--- src/rtl/bit_sampler_pkg.sv ---
// Shared UART definitions: default framing parameters and receiver state encoding.
package bit_sampler_pkg;

    localparam int unsigned OVERSAMPLE_DEF = 16;
    localparam int unsigned DATA_BITS_DEF  = 8;

    typedef enum logic [2:0] {
        IDLE      = 3'd0,
        START     = 3'd1,
        DATA      = 3'd2,
        STOP      = 3'd3,
        WAIT_HIGH = 3'd4
    } rxState_t;

endpackage

--- src/rtl/bit_sampler_if.sv ---
// Serial line in, sampled bits and assembled characters out.
interface bit_sampler_if
    import bit_sampler_pkg::*;
    #(parameter int unsigned DATA_BITS = DATA_BITS_DEF);

    logic                 serialIn;
    logic                 enable;
    logic                 bitReceived;
    logic                 dataBit;
    logic [DATA_BITS-1:0] rxData;
    logic                 dataValid;
    logic                 frameError;

    modport master (
        input  serialIn,
        output enable, bitReceived, dataBit, rxData, dataValid, frameError
    );

    modport slave (
        output serialIn,
        input  enable, bitReceived, dataBit, rxData, dataValid, frameError
    );

endinterface

--- src/rtl/sync_2ff.sv ---
// Two-flop synchronizer; resets to 1 so an idle line never looks like a start bit.
module sync_2ff (
    input  logic clk,
    input  logic reset,
    input  logic d,
    output logic q
);

    logic meta;

    always_ff @(posedge clk) begin
        if (reset) begin
            meta <= 1'b1;
            q    <= 1'b1;
        end else begin
            meta <= d;
            q    <= meta;
        end
    end

endmodule

--- src/rtl/bit_sampler.sv ---
// Oversampling UART receive sampler: start detection, mid-bit data sampling,
// stop-bit check and character assembly.
module bit_sampler
    import bit_sampler_pkg::*;
    #(
        parameter int unsigned OVERSAMPLE = OVERSAMPLE_DEF,
        parameter int unsigned DATA_BITS  = DATA_BITS_DEF
    ) (
        input  logic          clk,
        input  logic          reset,
        bit_sampler_if.master bus
    );

    localparam int unsigned PW = $clog2(OVERSAMPLE);
    localparam int unsigned IW = $clog2(DATA_BITS + 1);

    localparam logic [PW-1:0] HALF_LAST = PW'(OVERSAMPLE / 2 - 1);
    localparam logic [PW-1:0] BIT_LAST  = PW'(OVERSAMPLE - 1);
    localparam logic [IW-1:0] IDX_LAST  = IW'(DATA_BITS - 1);

    logic syncIn;

    rxState_t             state, stateNext;
    logic [PW-1:0]        phase, phaseNext;
    logic [IW-1:0]        index, indexNext;
    logic [DATA_BITS-1:0] shiftReg, shiftNext;
    logic [DATA_BITS-1:0] rxData, rxNext;
    logic                 enable, enNext;
    logic                 bitReceived, brNext;
    logic                 dataBit, dataBitNext;
    logic                 dataValid, dvNext;
    logic                 frameError, feNext;

    sync_2ff lineSync (
        .clk   (clk),
        .reset (reset),
        .d     (bus.serialIn),
        .q     (syncIn)
    );

    always_ff @(posedge clk) begin
        if (reset) begin
            state       <= IDLE;
            phase       <= '0;
            index       <= '0;
            shiftReg    <= '0;
            rxData      <= '0;
            enable      <= 1'b0;
            bitReceived <= 1'b0;
            dataBit     <= 1'b0;
            dataValid   <= 1'b0;
            frameError  <= 1'b0;
        end else begin
            state       <= stateNext;
            phase       <= phaseNext;
            index       <= indexNext;
            shiftReg    <= shiftNext;
            rxData      <= rxNext;
            enable      <= enNext;
            bitReceived <= brNext;
            dataBit     <= dataBitNext;
            dataValid   <= dvNext;
            frameError  <= feNext;
        end
    end

    always_comb begin
        stateNext   = state;
        phaseNext   = phase;
        indexNext   = index;
        shiftNext   = shiftReg;
        rxNext      = rxData;
        dataBitNext = dataBit;
        brNext      = 1'b0;
        dvNext      = 1'b0;
        feNext      = 1'b0;

        case (state)
            IDLE: begin
                if (!syncIn) begin
                    stateNext = START;
                    phaseNext = '0;
                end
            end

            START: begin
                if (phase == HALF_LAST) begin
                    phaseNext = '0;
                    if (!syncIn) begin
                        stateNext = DATA;
                        indexNext = '0;
                    end else begin
                        stateNext = IDLE;
                    end
                end else begin
                    phaseNext = phase + 1'b1;
                end
            end

            DATA: begin
                if (phase == BIT_LAST) begin
                    phaseNext   = '0;
                    dataBitNext = syncIn;
                    brNext      = 1'b1;
                    indexNext   = index + 1'b1;
                    // Decoded write avoids indexing the shift register with the wider index.
                    for (int unsigned i = 0; i < DATA_BITS; i++) begin
                        if (index == IW'(i)) shiftNext[i] = syncIn;
                    end
                    if (index == IDX_LAST) stateNext = STOP;
                end else begin
                    phaseNext = phase + 1'b1;
                end
            end

            STOP: begin
                if (phase == BIT_LAST) begin
                    phaseNext = '0;
                    if (syncIn) begin
                        rxNext    = shiftReg;
                        dvNext    = 1'b1;
                        stateNext = IDLE;
                    end else begin
                        feNext    = 1'b1;
                        stateNext = WAIT_HIGH;
                    end
                end else begin
                    phaseNext = phase + 1'b1;
                end
            end

            WAIT_HIGH: begin
                if (syncIn) stateNext = IDLE;
            end

            default: begin
                stateNext = IDLE;
                phaseNext = '0;
                indexNext = '0;
            end
        endcase

        enNext = (stateNext == DATA) || (stateNext == STOP);
    end

    assign bus.enable      = enable;
    assign bus.bitReceived = bitReceived;
    assign bus.dataBit     = dataBit;
    assign bus.rxData      = rxData;
    assign bus.dataValid   = dataValid;
    assign bus.frameError  = frameError;

endmodule

--- src/flat_wrapper.sv ---
// flat-port wrapper written by rule: the top's interface ports become plain ports
module bit_sampler_flat import bit_sampler_pkg::*;
#(
        parameter int unsigned OVERSAMPLE = OVERSAMPLE_DEF,
        parameter int unsigned DATA_BITS  = DATA_BITS_DEF
    )
  (clk, reset, bus_serialIn, bus_enable, bus_bitReceived, bus_dataBit, bus_rxData, bus_dataValid, bus_frameError);
  bit_sampler_if #(.DATA_BITS(DATA_BITS)) bus_i ();
  input  logic clk;
  input  logic reset;
  input wire logic [$bits(bus_i.serialIn)-1:0] bus_serialIn;
  output wire logic [$bits(bus_i.enable)-1:0] bus_enable;
  output wire logic [$bits(bus_i.bitReceived)-1:0] bus_bitReceived;
  output wire logic [$bits(bus_i.dataBit)-1:0] bus_dataBit;
  output wire logic [$bits(bus_i.rxData)-1:0] bus_rxData;
  output wire logic [$bits(bus_i.dataValid)-1:0] bus_dataValid;
  output wire logic [$bits(bus_i.frameError)-1:0] bus_frameError;
  assign bus_i.serialIn = bus_serialIn;
  assign bus_enable = bus_i.enable;
  assign bus_bitReceived = bus_i.bitReceived;
  assign bus_dataBit = bus_i.dataBit;
  assign bus_rxData = bus_i.rxData;
  assign bus_dataValid = bus_i.dataValid;
  assign bus_frameError = bus_i.frameError;
  bit_sampler #(.OVERSAMPLE(OVERSAMPLE), .DATA_BITS(DATA_BITS)) u_core (.clk(clk), .reset(reset), .bus(bus_i));
endmodule
--- config.mk ---
export PLATFORM = sky130hd
export DESIGN_NAME = bit_sampler_flat
export DESIGN_NICKNAME = d
export VERILOG_FILES = /design/src/rtl/bit_sampler_pkg.sv /design/src/rtl/bit_sampler_if.sv /design/src/rtl/sync_2ff.sv /design/src/rtl/bit_sampler.sv /design/src/flat_wrapper.sv
export SDC_FILE = /design/constraint.sdc
export NUM_CORES = 1
export LEC_CHECK = 0
export ABC_AREA = 1
export BUFFER_PORTS_ARGS = -buffer_cell sky130_fd_sc_hd__buf_2
export CAP_MARGIN = 5
export CORE_AREA = 2 2 66 68
export DETAILED_ROUTE_END_ITERATION = 12
export DIE_AREA = 0 0 68 70
export HOLD_SLACK_MARGIN = 0.1
export PLACE_DENSITY = 0.63
export SETUP_SLACK_MARGIN = 0.02
export SLEW_MARGIN = 20
export SYNTH_ARGS = -nofsm -noshare
export SYNTH_HDL_FRONTEND = slang
export SYNTH_HIERARCHICAL = 1
export SYNTH_SLANG_ARGS = --single-unit
--- constraint.sdc ---
create_clock -name clk -period 1.5 [get_ports clk]
set_input_delay 0.15 -clock clk [delete_from_list [all_inputs] [get_ports clk]]
set_output_delay 0.15 -clock clk [all_outputs]
set_load 0.05 [all_outputs]
# ---- Word-level counts from Yosys, hierarchy flattened
# Cells that the tools add are included.
dict set report op_classes {
  n_bitwise 5
  addsub 2
  n_reduce_logical 19
  eq_ne 19
  n_mux 19
}
# op count
set op_table {}
lappend op_table {{AND reduction 3 bit} 9}
lappend op_table {{two-way mux 3 bit} 7}
lappend op_table {{equality test 4 x 3 -> 1 bit (second input constant)} 5}
lappend op_table {{two-way mux 4 bit} 5}
lappend op_table {{case mux 4 bit (4 select lines)} 1}
lappend op_table {{case mux 3 bit (5 select lines)} 1}
lappend op_table {{equality test 3 x 2 -> 1 bit (second input constant)} 4}
lappend op_table {{case mux 4 bit (3 select lines)} 1}
lappend op_table {{adder 4 x 1 -> 4 bit (second input constant)} 2}
lappend op_table {{equality test 4 x 2 -> 1 bit (second input constant)} 2}
lappend op_table {{OR reduction 3 bit} 2}
lappend op_table {{NOT 1 bit} 5}
lappend op_table {{equality test 4 x 1 -> 1 bit (second input constant)} 1}
lappend op_table {{equality test 4 bit (second input constant)} 1}
lappend op_table {{zero test 4 bit} 1}
lappend op_table {{!= test 2 x 1 -> 1 bit (second input constant)} 2}
lappend op_table {{!= test 2 bit (second input constant)} 2}
lappend op_table {{AND reduction 2 bit} 2}
lappend op_table {{AND reduction 4 bit} 1}
lappend op_table {{OR reduction 2 bit} 2}
lappend op_table {{equality test 3 x 1 -> 1 bit (second input constant)} 1}
lappend op_table {{equality test 3 bit (second input constant)} 1}
lappend op_table {{zero test 3 bit} 1}
lappend op_table {{two-way mux 1 bit} 3}
lappend op_table {{2 further kinds} 2}
dict set report totals {
  out_inout_bits 13
  register_bits 34
}

# ---- Logic depth before layout (Yosys ltp)
# Gate-level depths: netlist of the first run.
dict set report depth {
  ltp_word 6
  depth_mapped 9
  ltp_nobuf 9
}

# ---- Cells and area by module
# The synthesis of the first run kept the hierarchy.
# mod cells_each n_inst area_per_inst_um2
set modules_own_cells {}
lappend modules_own_cells {bit_sampler 193 1 1497.7}
lappend modules_own_cells {sync_2ff 7 1 58.8}

# ---- Worst setup path before layout of the first run
# OpenSTA, ideal clock, no wires.
dict set report synth_path {
  path_kind {flip-flop to flip-flop}
  start {register u_core.phase[0]}
  end {register u_core.rxData[3], in the netlist u_core/bus.rxData[3]}
  arrival_time_ns 1.273
  period_less_slack_ns 1.340
  stages_incl_launch_ff 9
  path_slack_ns 0.160
  setup_ns 0.066
  path_cell_list {dfxtp_1 ha_1 nand2_2 nor2_4 nand2_4 nor2_4 buf_6 o21ai_1 a21oi_2}
}
dict set report synth_via {
  elab_chain_len 2
}
# element line
set synth_rtl {}
lappend synth_rtl {{start: declaration} bit_sampler.sv:24} ;# logic [PW-1:0] phase, phaseNext;
lappend synth_rtl {{start signal: assignment} bit_sampler.sv:55} ;# phase <= phaseNext;
lappend synth_rtl {{equality test 4 bit} bit_sampler.sv:117} ;# if (phase == BIT_LAST) begin
lappend synth_rtl {{AND reduction 3 bit (no source line)} n/a}
lappend synth_rtl {{end signal: assignment} bit_sampler.sv:58} ;# rxData <= rxNext;
lappend synth_rtl {{end: declaration} bit_sampler.sv:27} ;# logic [DATA_BITS-1:0] rxData, rxNext;
# No other way between the ends.
# A chain may end at the register's enable or synchronous reset.

# ---- Final worst setup path of the first run
dict set report layout_path {
  start {register u_core.phase[0]}
  end {register u_core.phase[0]}
}
dict set report layout_via {
  elab_chain_len 3
}
# element line
set layout_rtl {}
lappend layout_rtl {{adder 4 x 1 -> 4 bit (tied with other cells)} {bit_sampler.sv:96, bit_sampler.sv:112, bit_sampler.sv:128}}
lappend layout_rtl {{two-way mux 4 bit, on equally long branches} {bit_sampler.sv:101, bit_sampler.sv:117, bit_sampler.sv:87}}
lappend layout_rtl {{case mux 4 bit (4 select lines) *} bit_sampler.sv:78} ;# case (state)
# Every way passes the cells marked *; elsewhere a longest branch is shown, timed or not.

==> flow_summary.yaml, run 1 <==
run_status:
  status: "complete, no violations"
logic_synthesis:
  synth_fp_nets: 208
  postSynth.asyncResetShare_pct: 0
  synth_edf_count: 0
  synth_seq_area_share_pct: 43.73
  synthDistinctLibCells: 28
  ys_ff_latch: 34
  ys.flop_type: "dfxtp_1"
  synth_warnings: 6
  postSynthAreaPerCell_sq_um: 7.782
  synthesis.area_sq_um: 1556
  postSynthCellCount: 200
drt:
  postRouteAntennaNets: 0
  route.detailed.drc: 0
  dr.pass1.iters: 5
  drtIter0Drc: 150
  avgViaCountPerCell: 4.879
  drt-total-wl_um: 3069
  vias: 1371
  wire_per_inst_um: 10.92
power:
  p_leak_nw: 0.8486
  pwr-share-comb_pct: 3.8
  power_density_nw_per_um2: 1066
  intPower_mw: 1.646
  p_seq_share_pct: 45.2
  clkPwrFrac_pct: 51.0
  ir_worst_vdd_mv: 0.3399
  swShare_pct: 19.01
  p_switching_mw: 0.3863
floorplanning:
  io_pins: 16
  coreArea_sq_um: 4144
  die_width_um: 68
  row_count: 24
  initial_utilization_pct: 37.56
  dieArea_sq_um: 4760
  die_y_um: 70
global_route:
  antenna_found_initial: 0
  grt_pass1_wl_um: 5368
  grt_pass1_vias: 1264
  grt_max_degree: 17
  grt-ovfl-total: 0
  grt_usage_pct: 14.55
flow_run:
  drv_cap: 0
sta:
  max_freq_mhz: 721.9
  finalMaxSlewViolations: 0
  setup_viol: 0
  worstMarginPinSlew_ns: 0.5122
  period_share_pct: 92.35
  slew_headroom_pct: 65.49
  rsz0062_at_grt: "no"
  hold_violations: 0
  skew_ns: 0.006267
  setup_tns_ns: 0
  min_period_ns: 1.385
worst_setup_path:
  cp.arrival_ns: 1.57
  r2r_start: "u_core/phase[0]"
  path_class: "reg -> reg"
  rrSetupSlack_ns: 0.11
  r2r_cells: 8
  endpoint: "u_core/phase[0]"
  critical_path_required_ns: 1.68
  crit_top_cell: "nor2_1"
  path_buf_inv: 1
  cp_slowest_stage_delay_ns: 0.35
  crit_chain: "ha_4 > nand2_2 > nor2_4 > nor2_1 > nor2_1 > nand2_1 > o21ai_1 > inv_1"
  cp-startpoint: "u_core/phase[0]"
  r2r_end: "u_core/phase[0]"
  cp_num_cells: 8
  crit_path_max_fanout: 4
  cp-start-kind: "register"
  cp-end-kind: "register"
  crit_slowest_cell: "dfxtp_2"
  crit_family: "simple AND/OR/NAND/NOR gates"
cells_and_area:
  n_antenna_cell: 0
  fillers: 406
  syn2layout_area_growth_pct: 22.51
  fin_util_pct: 46.01
  fin_nets: 236
  drive_above_1_share_pct: 23.58
place:
  hpwl_um: 2198
  io_buffers: 15
  routabilityCongestion: 0.8507
clocking:
  clockRootBuffer: "clkbuf_8"
  clock-sinks: 34
  numCtsBuffers: 5
  clock_path_buffers: 2
  ctsHtreeMaxLevel: 2
  cts_tree: "yes"
  clock_latency_ns: 0.29
  path_clk_slew_ns: 0.07
hold_path:
  hold_class: "in -> reg"
==> placed cells by master (no fill, tap or decap), types with 3 or more instances in the layout <==
| cell | netlist | final |
|---|---|---|
| a21oi_1 | 15 | 15 |
| buf_2 | 2 | 15 |
| buf_4 | 0 | 11 |
| clkbuf_8 | 0 | 6 |
| dfxtp_1 | 34 | 32 |
| ha_1 | 5 | 4 |
| inv_1 | 21 | 20 |
| inv_2 | 2 | 3 |
| nand2_1 | 27 | 27 |
| nand3_1 | 20 | 20 |
| nand4_1 | 7 | 7 |
| nor2_1 | 28 | 28 |
| nor2_4 | 4 | 4 |
| o21ai_0 | 3 | 3 |
| o21ai_1 | 9 | 9 |
==> layer usage <==
layer  vias to the layer above  wire length [um]  track usage [%]
met3                        10                97            3.865
li1                        710                 -                -
met4                         0                74            6.000
met5                         -                 0                0
met2                        24              1437            22.76
met1                       627              1460            18.61
==> cell usage after synthesis, types with 2 or more instances <==
master / number / area [sq um]
dfxtp_1: 34 / 680.7
nor2_1: 28 / 105.1
nand2_1: 27 / 101.4
inv_1: 21 / 78.83
nand3_1: 20 / 100.1
a21oi_1: 15 / 75.07
o21ai_1: 9 / 45.04
nand4_1: 7 / 43.79
ha_1: 5 / 62.56
nor2_4: 4 / 45.04
o21ai_0: 3 / 15.01
a211oi_1: 2 / 15.01
a21oi_2: 2 / 17.52
a31oi_1: 2 / 12.51
buf_2: 2 / 10.01
buf_6: 2 / 22.52
clkbuf_1: 2 / 7.510
inv_2: 2 / 7.510
nand2_2: 2 / 12.51
nand3_2: 2 / 20.02
nor3_1: 2 / 10.01
==> cell type report <==
cell class | count | area [sq um] | share of cell area, %
Multi-Input combinational cell | 137 | 762.0 | 39.96
Clock inverter | 2 | 60.06 | 3.150
Timing Repair Buffer | 27 | 167.7 | 8.793
Sequential cell | 34 | 683.2 | 35.83
Inverter | 23 | 86.33 | 4.528
Tap cell | 52 | 65.06 | 3.412
Clock buffer | 6 | 82.58 | 4.331
==> tightest hold or removal path: stages <==
cell     delay, ns
buf_2         0.09
inv_1         0.08
nand2_1       0.08
inv_1         0.03
==> worst min path at each step <==
| stage | to | depth (start not counted) | start |
|---|---|---|---|
| 6_report | u_core/phase[1] | 4 | reset |
| 5_1_grt | u_core/phase[1] | 4 | reset |
| 4_1_cts | u_core/phase[1] | 4 | reset |
| 3_5_place_dp | u_core/lineSync/meta | 3 | bus_serialIn |
| 3_3_place_gp | u_core/lineSync/meta | 3 | bus_serialIn |
| 2_1_floorplan | u_core/lineSync/meta | 2 | bus_serialIn |
==> flip-flops by register name (all words and copies together), names as in the netlist <==
signal	cells
u_core/bus.bitReceived	1
u_core/bus.dataBit	1
u_core/bus.dataValid	1
u_core/bus.enable	1
u_core/bus.frameError	1
u_core/bus.rxData	8
u_core/index	4
u_core/lineSync/meta	1
u_core/lineSync/q	1
u_core/phase	4
u_core/shiftReg	8
u_core/state	3
==> power by group through the flow <==
stage	logic, mW	clock network (mW)	registers (mW)
3_5_place_dp	0.0734	0	0.938
2_1_floorplan	0.0522	0	0.936
3_3_place_gp	0.0734	0	0.938
4_1_cts	0.0762	1.06	0.917
5_1_grt	0.0864	1.10	0.919
6_report	0.0777	1.04	0.919
==> cells by family (layout without fill, tap and decap cells) <==
family,count (synthesis),after routing,share of synthesized area [%]
XOR/XNOR,2,2,1.126
adder cells (fa/ha/maj),5,5,4.019
flip-flops,34,34,43.73
AO/OA/AOI/OAI,34,34,12.14
AND/OR/NAND/NOR,96,96,30.87
buffers and inverters,29,58,8.120
==> stage by stage <==
stage	std cells	cell area, sq um	worst slack [ns]	total power, mW	hold WS, ns
after floorplan	200	1556	0.1604	0.9881	0.2418
after CTS	279	1877	0.04416	2.055	0.1795
after global routing	281	1907	0.02542	2.107	0.1948
final	281	1907	0.1148	2.033	0.1746
after detailed placement	270	1724	0.05664	1.011	0.3380
after global placement	270	1724	0.09030	1.011	0.3318
==> what timing repair did <==
action	CTS	global route
gates resized for setup	0	5
hold endpoints to repair	1	0
setup buffers	0	2
hold buffers	1	0
endpoints found under the setup margin	0	20
No activity file was read; power rests on OpenSTA's default activity.
==> run 2: changes to the inputs <==
Settings changed: CORE_AREA 2 2 66 68 to 2 2 70 72, DIE_AREA 0 0 68 70 to 0 0 72 74, PLACE_DENSITY 0.63 to 0.61.
==> flow_summary.yaml, run 2 (same netlist as run 1, synthesis figures left out) <==
drt:
  avgViaCountPerCell: 4.739
  drt-total-wl_um: 3178
  dr.pass1.iters: 4
  vias: 1341
  postRouteAntennaNets: 0
  route.detailed.drc: 0
  wire_per_inst_um: 11.23
  drtIter0Drc: 84
floorplanning:
  initial_utilization_pct: 33.85
  row_count: 25
  io_pins: 16
  coreArea_sq_um: 4598
  die_y_um: 74
  die_width_um: 72
  dieArea_sq_um: 5328
worst_setup_path:
  crit_path_max_fanout: 5
  cp_slowest_stage_delay_ns: 0.37
  path_class: "reg -> reg"
  cp-end-kind: "register"
  cp.arrival_ns: 1.53
  cp-start-kind: "register"
  crit_slowest_cell: "dfxtp_2"
  critical_path_required_ns: 1.67
  crit_chain: "ha_4 > buf_4 > nand3_1 > o21ai_2 > nand2_2 > nand2_1 > a21oi_1"
power:
  fin_total_pwr_mw: 1.628
  p_leak_nw: 0.8265
  power_density_nw_per_um2: 877.4
  ir_worst_vdd_mv: 0.2950
sta:
  period_share_pct: 90.81
  finalMaxSlewViolations: 0
  slew_headroom_pct: 66.14
  holdWs_ns: 0.2723
  worstMarginPinSlew_ns: 0.5025
  rsz0062_at_grt: "no"
  skew_ns: 0.003672
  min_period_ns: 1.362
  setup_viol: 0
  setup_tns_ns: 0
  max_freq_mhz: 734.2
  hold_violations: 0
place:
  hpwl_um: 2303
  io_buffers: 15
  routabilityCongestion: 0.8425
  post_dp_cell_area_sq_um: 1749
global_route:
  grt_pass1_vias: 1183
  grt_usage_pct: 13.03
  grt-ovfl-total: 0
  grt_max_degree: 17
  antenna_found_initial: 0
  grt_pass1_wl_um: 5285
clocking:
  postCtsSetupBuffers: 0
  path_clk_slew_ns: 0.06
  clock_path_buffers: 2
  clock_latency_ns: 0.28
  numCtsBuffers: 5
  cts_tree: "yes"
  ctsHtreeMaxLevel: 2
  clock-sinks: 34
  clockRootBuffer: "clkbuf_8"
cells_and_area:
  syn2layout_area_growth_pct: 19.21
  fin_nets: 237
  postLayoutCellArea_sq_um: 1856
  layout_common_cells: "dfxtp_1, nor2_1, nand2_1"
  drive_above_1_share_pct: 23.14
  n_antenna_cell: 0
  top_regs: "u_core/bus.rxData: 8 flops, u_core/shiftReg: 8 flops"
  fin_util_pct: 40.35
  final_common_cell: "dfxtp_1"
flow_run:
  drv_cap: 0
run_status:
  status: "complete, no violations"
hold_path:
  hold_class: "in -> reg"
[run 2: changes by cell type in the layout (fill, tap and decap cells not counted)]
cell and delta:
buf_4 +1, bufinv_16 -2, clkbuf_8 -1, clkinv_2 +2, dfxtp_2 -1, dfxtp_4 +1, inv_1 +1, inv_2 -1
[run 2: per-stage QoR]
step           instances  setup slack [ns]
3_3_place_gp         275            0.1065
5_1_grt              283         0.0004152
2_1_floorplan        200            0.1604
6_report             283            0.1379
3_5_place_dp         275           0.08626
4_1_cts              283           0.06766
[run 2: final cells by class]
cell class              instances  area, sq um
fillers                       470         2743
clock buffers                   5        68.82
flip-flops and latches         34        685.7
multi-input cells             137        762.0
well taps                      54        67.56
repair buffers                 28        175.2
inverters                      23        86.33
clock inverters                 2        10.01
[run 2: worst paths after layout]
check / end / cells after the start / from / slack [ns]
hold reg to reg: u_core/lineSync/q / 2 / u_core/lineSync/meta / 0.42
hold / removal: u_core/phase[1] / 4 / reset / 0.27
setup reg to reg: u_core/index[0] / 7 / u_core/phase[1] / 0.14
setup / recovery: u_core/index[0] / 7 / u_core/phase[1] / 0.14
[run 2: timing repair]
item / 4_1_cts / 5_1_grt
endpoints found under the setup margin: 0 / 19
gates resized for setup: 0 / 5
hold buffers: 1 / 0
hold endpoints to repair: 1 / 0
[run 2: metal layers]
metal	up-vias	global-route usage, %	wire length (um)
li1	714	-	-
met1	599	16.19	1513
met2	22	20.27	1495
met3	6	4.065	89
met4	0	7.128	78
met5	-	0	0
[run 2: worst max-delay path, delay by kind of cell, from the launching register on]
family                     cells  cell delay, ns
adders and majority gates      1            0.16
and+or+nand+nor                3            0.30
AOI/OAI and AO/OA              2            0.31
buffers and inverters          1            0.11
DFF                            1            0.37
[run 2: where the power goes]
part	internal, mW	switching [mW]	leakage, nW
Clock	0.311	0.324	0.0438
Sequential	0.909	0.00919	0.276
Combinational	0.0257	0.0490	0.507
==> run 3: changes to the inputs <==
Settings changed: BUFFER_PORTS_ARGS -buffer_cell sky130_fd_sc_hd__buf_2 to -buffer_cell sky130_fd_sc_hd__buf_4.
==> flow_summary.yaml, run 3 (same netlist as run 1, synthesis figures left out) <==
global_route:
  antenna_found_initial: 0
  grt_usage_pct: 13.47
  grt_max_degree: 17
  grt-ovfl-total: 0
  grt_pass1_vias: 1173
  grt_pass1_wl_um: 5451
cells_and_area:
  multi_input_area_sq_um: 765.7
  postLayoutCellArea_sq_um: 1912
  syn2layout_area_growth_pct: 22.83
  n_antenna_cell: 0
  seqCellArea_sq_um: 683.2
  final_common_cell: "dfxtp_1"
  layout_common_cells: "dfxtp_1, nor2_1, nand2_1"
  fin_nets: 236
  fillers: 461
  top_regs: "u_core/bus.rxData: 8 flops, u_core/shiftReg: 8 flops"
  drive_above_1_share_pct: 23.14
worst_setup_path:
  crit_chain: "ha_4 > nand2_2 > nor2_4 > nor2_1 > nor2_1 > nand2_1 > o21ai_2 > inv_1"
  path_buf_inv: 1
  crit_top_cell: "nor2_1"
  rrSetupSlack_ns: 0.14
  cp_slowest_stage_delay_ns: 0.35
  path_class: "reg -> reg"
  critical_path_required_ns: 1.68
  cp_num_cells: 8
  crit_path_max_fanout: 3
  cp-end-kind: "register"
  cp-startpoint: "u_core/phase[0]"
  endpoint: "u_core/phase[0]"
  crit_slowest_cell: "dfxtp_2"
  cp.arrival_ns: 1.54
  r2r_cells: 8
  cp-start-kind: "register"
  crit_family: "simple AND/OR/NAND/NOR gates"
  r2r_start: "u_core/phase[0]"
  r2r_end: "u_core/phase[0]"
drt:
  wire_per_inst_um: 11.13
  route.detailed.drc: 0
  drtIter0Drc: 137
  drt-total-wl_um: 3150
  vias: 1339
  avgViaCountPerCell: 4.731
  dr.pass1.iters: 5
  postRouteAntennaNets: 0
place:
  routabilityCongestion: 0.7994
  io_buffers: 15
  post_dp_cell_area_sq_um: 1777
  hpwl_um: 2336
power:
  power_density_nw_per_um2: 882.9
  ir_worst_vdd_mv: 0.2887
  p_leak_nw: 0.8257
floorplanning:
  coreArea_sq_um: 4598
  io_pins: 16
  die_y_um: 74
  dieArea_sq_um: 5328
  die_width_um: 72
  initial_utilization_pct: 33.85
  row_count: 25
sta:
  rsz0062_at_grt: "no"
  min_period_ns: 1.357
  setup_tns_ns: 0
  skew_ns: 0.005037
  setup_viol: 0
  period_share_pct: 90.46
  max_freq_mhz: 737.0
  hold_violations: 0
  finalMaxSlewViolations: 0
  slew_headroom_pct: 67.47
  worstMarginPinSlew_ns: 0.4829
clocking:
  clockRootBuffer: "clkbuf_8"
  clock_path_buffers: 2
  clock-sinks: 34
  path_clk_slew_ns: 0.06
  numCtsBuffers: 5
  cts_tree: "yes"
  clock_latency_ns: 0.29
  ctsHtreeMaxLevel: 2
run_status:
  status: "complete, no violations"
hold_path:
  hold_class: "in -> reg"
flow_run:
  drv_cap: 0
[run 3: changes by cell type in the layout (fill, tap and decap cells not counted), sizes merged]
cell and delta:
clkinv -1, clkbuf +2, buf -1
[run 3: area by class of cell]
class / instances / area share [%]
multi-input combinational: 137 / 40.05
sequential: 34 / 35.73
timing repair buffer: 27 / 11.39
clock buffer: 7 / 4.516
inverter: 23 / 4.516
tap: 54 / 3.534
clock inverter: 1 / 0.2618
[run 3: metrics by stage]
step                      hold WS (ns)  utilization, %  power (mW)  worst slack (ns)  std cells
after floorplan                 0.2418               -      0.9881            0.1604        200
after global placement          0.3303           38.64       1.013           0.09032        272
after detailed placement        0.3365           38.64       1.014           0.07169        272
after CTS                       0.2261           40.84       1.708           0.06275        281
after global routing            0.2505           41.58       1.759           0.02191        283
final                           0.2246           41.58       1.688            0.1432        283
[run 3: worst min-delay path by stage]
stage	cells past startpoint	to	slack [ns]	startpoint
CTS	4	u_core/shiftReg[1]	0.23	reset
detailed placement	3	u_core/lineSync/meta	0.34	bus_serialIn
global placement	3	u_core/lineSync/meta	0.33	bus_serialIn
finish	4	u_core/phase[1]	0.22	reset
global route	4	u_core/shiftReg[1]	0.25	reset
floorplan	2	u_core/lineSync/meta	0.24	bus_serialIn
[run 3: worst min-delay path, delay by kind of cell]
family	cells	cell delay, ns
buf+inv	3	0.22
simple gates	1	0.10
[run 3: report_power, final]
part	switching [mW]	internal, mW	total (mW)
combinational	0.0517	0.0309	0.0826
sequential	0.00783	0.911	0.918
clock	0.317	0.370	0.687
[run 3: repair_timing]
item	CTS	global route
setup buffers	0	2
endpoints found under the hold margin	1	0
endpoints found under the setup margin	0	23
hold buffers	1	0
gates resized for setup	0	5
[run 3: routing by layer]
layer	vias up	wire [um]	global-route usage [%]
li1	715	-	-
met1	597	1495	16.58
met2	23	1468	21.09
met3	4	103	3.388
met4	0	83	8.805
met5	-	0	0
